[src/rtl/frequency_controller.sv]
// Frequency-setting handshake controller: issues a new divide ratio to the
// divided-clock generator, then waits out a settle interval before acknowledging.
module frequency_controller #(
  parameter int unsigned M           = 4,
  parameter int unsigned INIT        = 2,
  parameter int unsigned MIN_SETTING = 2
) (
  input  logic         clk_fast,
  input  logic         reset_n,
  input  logic         req_valid,
  input  logic [M-1:0] req_setting,
  output logic         req_ready,
  output logic         done,
  output logic [M-1:0] current_setting,
  output logic         valid,
  output logic [M-1:0] frequency_setting_request
);

  typedef enum logic [1:0] {SYNC, IDLE, ISSUE, SETTLE} state_t;

  localparam logic [M-1:0] INIT_S   = M'(INIT);
  localparam logic [M-1:0] MIN_S    = M'(MIN_SETTING);
  localparam logic [M:0]   CNT_ONE  = (M+1)'(1);
  localparam logic [M:0]   CNT_SYNC = (M+1)'((2**M) - 1 + INIT);

  state_t       state_q, state_d;
  logic [M:0]   cnt_q, cnt_d;
  logic [M-1:0] pend_q, pend_d;
  logic [M-1:0] cur_d, fsr_d, req_clamped;
  logic         valid_d, done_d;
  logic         sync_armed_q, sync_armed_d;
  logic         boot_q, boot_d;

  assign req_clamped = (req_setting < MIN_S) ? MIN_S : req_setting;
  assign req_ready   = (state_q == IDLE) && reset_n;

  always_comb begin
    state_d      = state_q;
    cnt_d        = cnt_q;
    pend_d       = pend_q;
    cur_d        = current_setting;
    fsr_d        = frequency_setting_request;
    valid_d      = 1'b0;
    done_d       = 1'b0;
    sync_armed_d = sync_armed_q;
    boot_d       = boot_q;
    case (state_q)
      // SYNC spans two edges: the first raises the strobe while still in SYNC,
      // the second loads the boot settle count.
      SYNC: begin
        if (!sync_armed_q) begin
          sync_armed_d = 1'b1;
          valid_d      = 1'b1;
          fsr_d        = INIT_S;
        end else begin
          cnt_d   = CNT_SYNC;
          state_d = SETTLE;
        end
      end
      IDLE: begin
        if (req_valid) begin
          pend_d = req_clamped;
          if (req_clamped == current_setting) begin
            done_d = 1'b1;
          end else begin
            valid_d = 1'b1;
            fsr_d   = req_clamped;
            state_d = ISSUE;
          end
        end
      end
      ISSUE: begin
        cnt_d   = {1'b0, current_setting} + {1'b0, pend_q};
        state_d = SETTLE;
      end
      SETTLE: begin
        if (cnt_q == CNT_ONE) begin
          cnt_d   = '0;
          state_d = IDLE;
          if (boot_q) begin
            boot_d = 1'b0;
          end else begin
            cur_d  = pend_q;
            done_d = 1'b1;
          end
        end else begin
          cnt_d = cnt_q - CNT_ONE;
        end
      end
      default: state_d = SYNC;
    endcase
  end

  always_ff @(posedge clk_fast or negedge reset_n) begin
    if (!reset_n) begin
      state_q                   <= SYNC;
      cnt_q                     <= '0;
      pend_q                    <= '0;
      sync_armed_q              <= 1'b0;
      boot_q                    <= 1'b1;
      valid                     <= 1'b0;
      done                      <= 1'b0;
      current_setting           <= INIT_S;
      frequency_setting_request <= INIT_S;
    end else begin
      state_q                   <= state_d;
      cnt_q                     <= cnt_d;
      pend_q                    <= pend_d;
      sync_armed_q              <= sync_armed_d;
      boot_q                    <= boot_d;
      valid                     <= valid_d;
      done                      <= done_d;
      current_setting           <= cur_d;
      frequency_setting_request <= fsr_d;
    end
  end

endmodule
[config.mk]
export PLATFORM = sky130hd
export DESIGN_NAME = frequency_controller
export DESIGN_NICKNAME = d
export VERILOG_FILES = /design/src/rtl/frequency_controller.sv
export SDC_FILE = /design/constraint.sdc
export NUM_CORES = 1
export LEC_CHECK = 0
export CORE_MARGIN = 5
export CORE_UTILIZATION = 35
export CTS_BUF_LIST = sky130_fd_sc_hd__clkbuf_4
export DETAILED_ROUTE_END_ITERATION = 7
export PLACE_DENSITY = 0.66
export REMOVE_ABC_BUFFERS = 1
export SLEW_MARGIN = 40
export SYNTH_ARGS = -nofsm -noshare
export SYNTH_HDL_FRONTEND = slang
export SYNTH_SLANG_ARGS = --single-unit
export TNS_END_PERCENT = 20
[constraint.sdc]
create_clock -name clk_fast -period 1.7 [get_ports clk_fast]
set_input_delay 0.17 -clock clk_fast [delete_from_list [all_inputs] [get_ports clk_fast]]
set_output_delay 0.17 -clock clk_fast [all_outputs]
set_load 0.01 [all_outputs]
# After elaboration in Yosys (flattened, before gate mapping)
# Index checks and enable logic that the tools add are counted.
# classes
addsub	2
bitwise_logic	1
muxes	22
n_eq_ne	10
order_cmp	1
n_reduce_logical	10
# ops
operator	n
two-way mux 4 bit	4
case mux 5 bit (3 select lines)	1
two-way mux 5 bit	2
!= test 2 bit, second input constant	5
two-way mux 2 bit	4
case mux 2 bit (4 select lines)	1
case mux 4 bit (2 select lines)	1
AND reduction 4 bit	2
two-way mux 1 bit	7
AND reduction 2 bit	3
adder 4 x 4 -> 5 bit	1
== test 5 x 1 -> 1 bit, second input constant	1
subtractor 5 x 1 -> 5 bit, second input constant	1
== test 2 bit, second input constant	2
== test 4 bit	1
less-than comparator 4 x 2 -> 1 bit, second input constant	1
case mux 1 bit (2 select lines)	2
AND reduction 3 bit	1
nonzero test 3 bit	1
== test 2 x 1 -> 1 bit, second input constant	1
zero test 2 bit	1
nonzero test 2 bit	1
logical AND 1 bit	1
inverter 1 bit	1
# word_totals
register_bits	23
wordCells	55
out_inout_bits	11

# Logic depth before layout (Yosys ltp)
# logic_depth
word_depth	6
ltp_mapped	7

# Worst setup path after synthesis
# Ideal clock, no wire load.
# synth_timing
kind	register to register
startpoint	reg cnt_q[1]
endpoint	reg current_setting[0]
stages_incl_launch_ff	6
slack_ns	-0.062
required_time_ns	1.575
t_arrival_ns	1.637
synth_period_minus_slack_ns	1.762
path_cell_list	dfrtp_1 inv_1 ha_1 or4b_4 nor3_4 mux2_2
# synth_via
elab_chain_len	2
# synth_lines
element	line_no	rtl
start: declaration	27	logic [M:0] cnt_q, cnt_d;
start signal: assignment	107	cnt_q <= cnt_d;
== test 5 x 1 -> 1 bit	77	if (cnt_q == CNT_ONE) begin
AND reduction 3 bit (no line)	-	
end signal: assignment	113	current_setting <= cur_d;
end: declaration	14	output logic [M-1:0] current_setting,
# Every way passes these cells.
# A chain may end at the register's enable or synchronous reset.

# Final worst setup path
# layout_timing
startpoint	reg cnt_q[1]
endpoint	reg current_setting[3]
# Same word-level chain as after synthesis.

==> impl_results.md <==
- Mean Syn Cell Area: 10.47 um2
- Routed vias: approximately 1.0k
- Failing checks: negative setup slack
- Insertion delay of the later-clocked pin in the worst-skew pair: 0.32 ns
- Leakage power of the design: 0.0008627 uW
- Class of the worst hold path: in -> async
- Biggest fanout along the worst timing path: 5
- Switching power: ~1200 uW
- Count of filler cells inserted in the layout: 341
- WS Path Type: reg -> reg
- Final net count: 180
- Post-detailed-route via-to-cell ratio: 4.896
- Port Buffer Count: 17
- Number of levels in the clock H-tree: 1
- Gr ovfl total: 0
- Startpoint Class: flop
- Clk pwr share: 8.4%
- Final hold violation count: 0
- Design Power: 3031 uW
- Primary flip-flop cell chosen by synthesis mapping: dfrtp_1
- Setup repair after global routing missed its margin: true
- Number of antenna violations at the first check in global routing: 0
- Transition at the pin with the smallest max-transition slack: 0.4100 ns
- Count of state elements after synthesis: 23
- Wirelength per Cell: 13.89 um
- Count of unique library cells instantiated by Yosys: 39
- Number of iterations in the first detailed-routing pass: 4
- Highest clock frequency the design can meet: 556.9 MHz
- Most frequently used cell type in the post-synthesis netlist: dfrtp_1
- Placed standard-cell area: 1627 um2
- Worst relative slew slack: 72.43%
- Core area: 3363 um2
- Final setup fails: 7
- Antenna diode count: 0
- Time the final worst path needs with I/O delays and setup: 1.796 ns
- Overall die area: around 4800 um2
- Cells taking the most area after synthesis: dfrtp_1 (41%), dfstp_2 (6.4%), ha_1 (6.1%), o21ai_0 (4.1%), nand2_1 (4.0%)
- Combinational share of power: roughly 60%
- Antenna violation net count after detailed routing: 0
- Clock-pin slew on the worst setup and hold paths: around 0.13 ns
- Required time of the critical path: about 1.9 ns
- Number of enable-type register cells in the synthesized netlist: 0
- Starting density of the core: 36.42%
- Iteration-0 DRC count of the detailed router: 54
- Data arrival time of the critical path: 2.01 ns
- Number of buffers created by CTS: 3
- Vias in the first global route: approximately 1.1k
- Fin crit share: 105.6%
- Worst-case setup slack after placement: -0.2239 ns
- Die Y-Extent: 69.16 um
- Run status: finished, violations left
- Largest buffer count on any clock path: 2
- Area growth from synthesis to layout: 42.80%
- WL final: 2931 um
- Switching Fraction: 39.41%
- Register area share after synthesis: between 40 and 50%
- First-pass GRT wire length: 5133 um
- Worst r2r path cells: 6
- Max-slew violation count: 0
- Sequential share of power: 32.1%
- Most area-hungry cell type in the Yosys netlist: dfrtp_1
- Leading post-synthesis cells by instance count: dfrtp_1 (20), nand2_1 (13), o21ai_0 (10)
- Design Area, Final: 1749 um2
- Synth warn: 0
- Max Clock Skew: 0.006669 ns
- Maximum capacitance violations: 0
- DRC errors left: 0
- Total internal power: roughly 1800 uW
- VDD IR-drop max: 598.5 uV
- Cell area after synthesis: 1225 um2
- Fraction of registers with async set or reset after synthesis: 100.0%
- Worst Hold Slack: 0.2892 ns
- Gp weighted congestion: about 0.83
- Root Buffer Master: clkbuf_4
- TritonCTS clock tree: built
- Rows: 21
- Total track usage: 13.05%
- Cell count after synthesis: roughly 120
- P per Cell Area: ~1700 nW/um2
- Final worst slack: -0.09565 ns
- Fraction of the core area covered by cells at the end of the flow: 52.01%
- Share of post-route cells with drive strength above 1: 30.30%
- Chip Width: roughly 70 um
- Nature of the critical path endpoint: flop
- Pin count of the biggest net entering global routing: 24
- Proportion of netlist area held by the largest area contributor: slightly above 40%
- Count of pins on the block boundary: 18
- TritonCTS Sinks: 23
- Total half-perimeter wirelength after legalization and detailed placement: 2227 um
==> state kept, by name, summed over array words and instances, names as in the netlist <==
name,flops
boot_q,1
sync_armed_q,1
frequency_setting_request,4
cnt_q,5
state_q,2
current_setting,4
pend_q,4
done,1
valid,1
==> area by class of cell <==
cell class | instances | area, um2 | share of cell area [%]
Timing Repair Buffer | 46 | 405.4 | 23.18
Clock buffer | 3 | 22.52 | 1.288
Clock inverter | 1 | 5.005 | 0.2861
Sequential cell | 23 | 580.6 | 33.19
Multi-Input combinational cell | 86 | 655.6 | 37.48
Tap cell | 46 | 57.56 | 3.290
Inverter | 6 | 22.52 | 1.288
==> power by group through the flow <==
stage          registers [uW]  clock network (uW)  logic (uW)
2_1_floorplan            1020                   0         799
3_3_place_gp              969                   0        1560
3_5_place_dp              979                   0        1600
4_1_cts                   963                 272        1700
5_1_grt                  1000                 289        2000
6_report                  973                 256        1800
==> cells in the final DEF, fill, tap and decap left out, types with 2 or more instances in the layout <==
cell type | netlist | routed
o21ai_1 | 0 | 3
a21o_1 | 3 | 3
mux2_4 | 0 | 4
clkbuf_4 | 0 | 3
buf_4 | 1 | 27
inv_1 | 5 | 4
dfrtp_1 | 20 | 19
mux2i_1 | 4 | 4
ha_1 | 6 | 5
nand2_1 | 13 | 13
inv_2 | 1 | 2
nand3_1 | 4 | 3
xor2_1 | 3 | 3
a31oi_1 | 2 | 2
o21ai_0 | 10 | 7
or3_1 | 2 | 2
xnor2_1 | 2 | 2
clkdlybuf4s50_1 | 0 | 15
o221ai_1 | 2 | 2
dfstp_2 | 3 | 3
a21oi_1 | 7 | 7
nor2_1 | 5 | 5
==> critical path, cell delays in order, from the launching register on <==
cell and delay, ns:
dfrtp_1 0.41, inv_2 0.08, ha_4 0.12, or4b_4 0.50, nor3_4 0.14, buf_6 0.15, mux2_4 0.30
==> repair_timing <==
item | CTS | global route
setup endpoints to repair | 10 | 17
setup buffers | 4 | 2
endpoints found under the hold margin | 0 | 0
pin swaps | 1 | 3
hold buffers | 0 | 0
gates resized for setup | 7 | 10
==> metal layers <==
layer,GRT usage (%),wire (um)
met3,2.616,74
met2,21.50,1457
met5,0,0
met1,16.94,1361
met4,4.555,37
==> worst paths after layout <==
kind / startpoint / to / slack [ns]
max: cnt_q[1] / current_setting[3] / -0.1
min: reset_n / frequency_setting_request[2] / 0.29
max reg2reg: cnt_q[1] / current_setting[3] / -0.1
min reg2reg: boot_q / boot_q / 0.49
max in group asynchronous: reset_n / current_setting[1] / 1.12
min in group clk_fast: boot_q / boot_q / 0.49
==> through the flow <==
step	cells	TNS (ns)
6_report	211	-0.4312
5_1_grt	211	-1.094
4_1_cts	209	-0.6348
3_5_place_dp	201	-2.016
3_3_place_gp	201	-1.008
2_1_floorplan	115	-0.2073
==> logic make-up (layout without fill, tap and decap cells) <==
kind of cell	Yosys count	after routing	synth area share [%]
adder cells (fa/ha/maj)	7	7	7.763
AO/OA/AOI/OAI	30	30	15.22
XOR/XNOR	5	5	3.576
flip-flops	23	23	47.29
buffers and inverters	8	56	2.758
multiplexers	8	8	6.946
AND/OR/NAND/NOR	36	36	16.45
No activity file was read; power rests on OpenSTA's default activity.
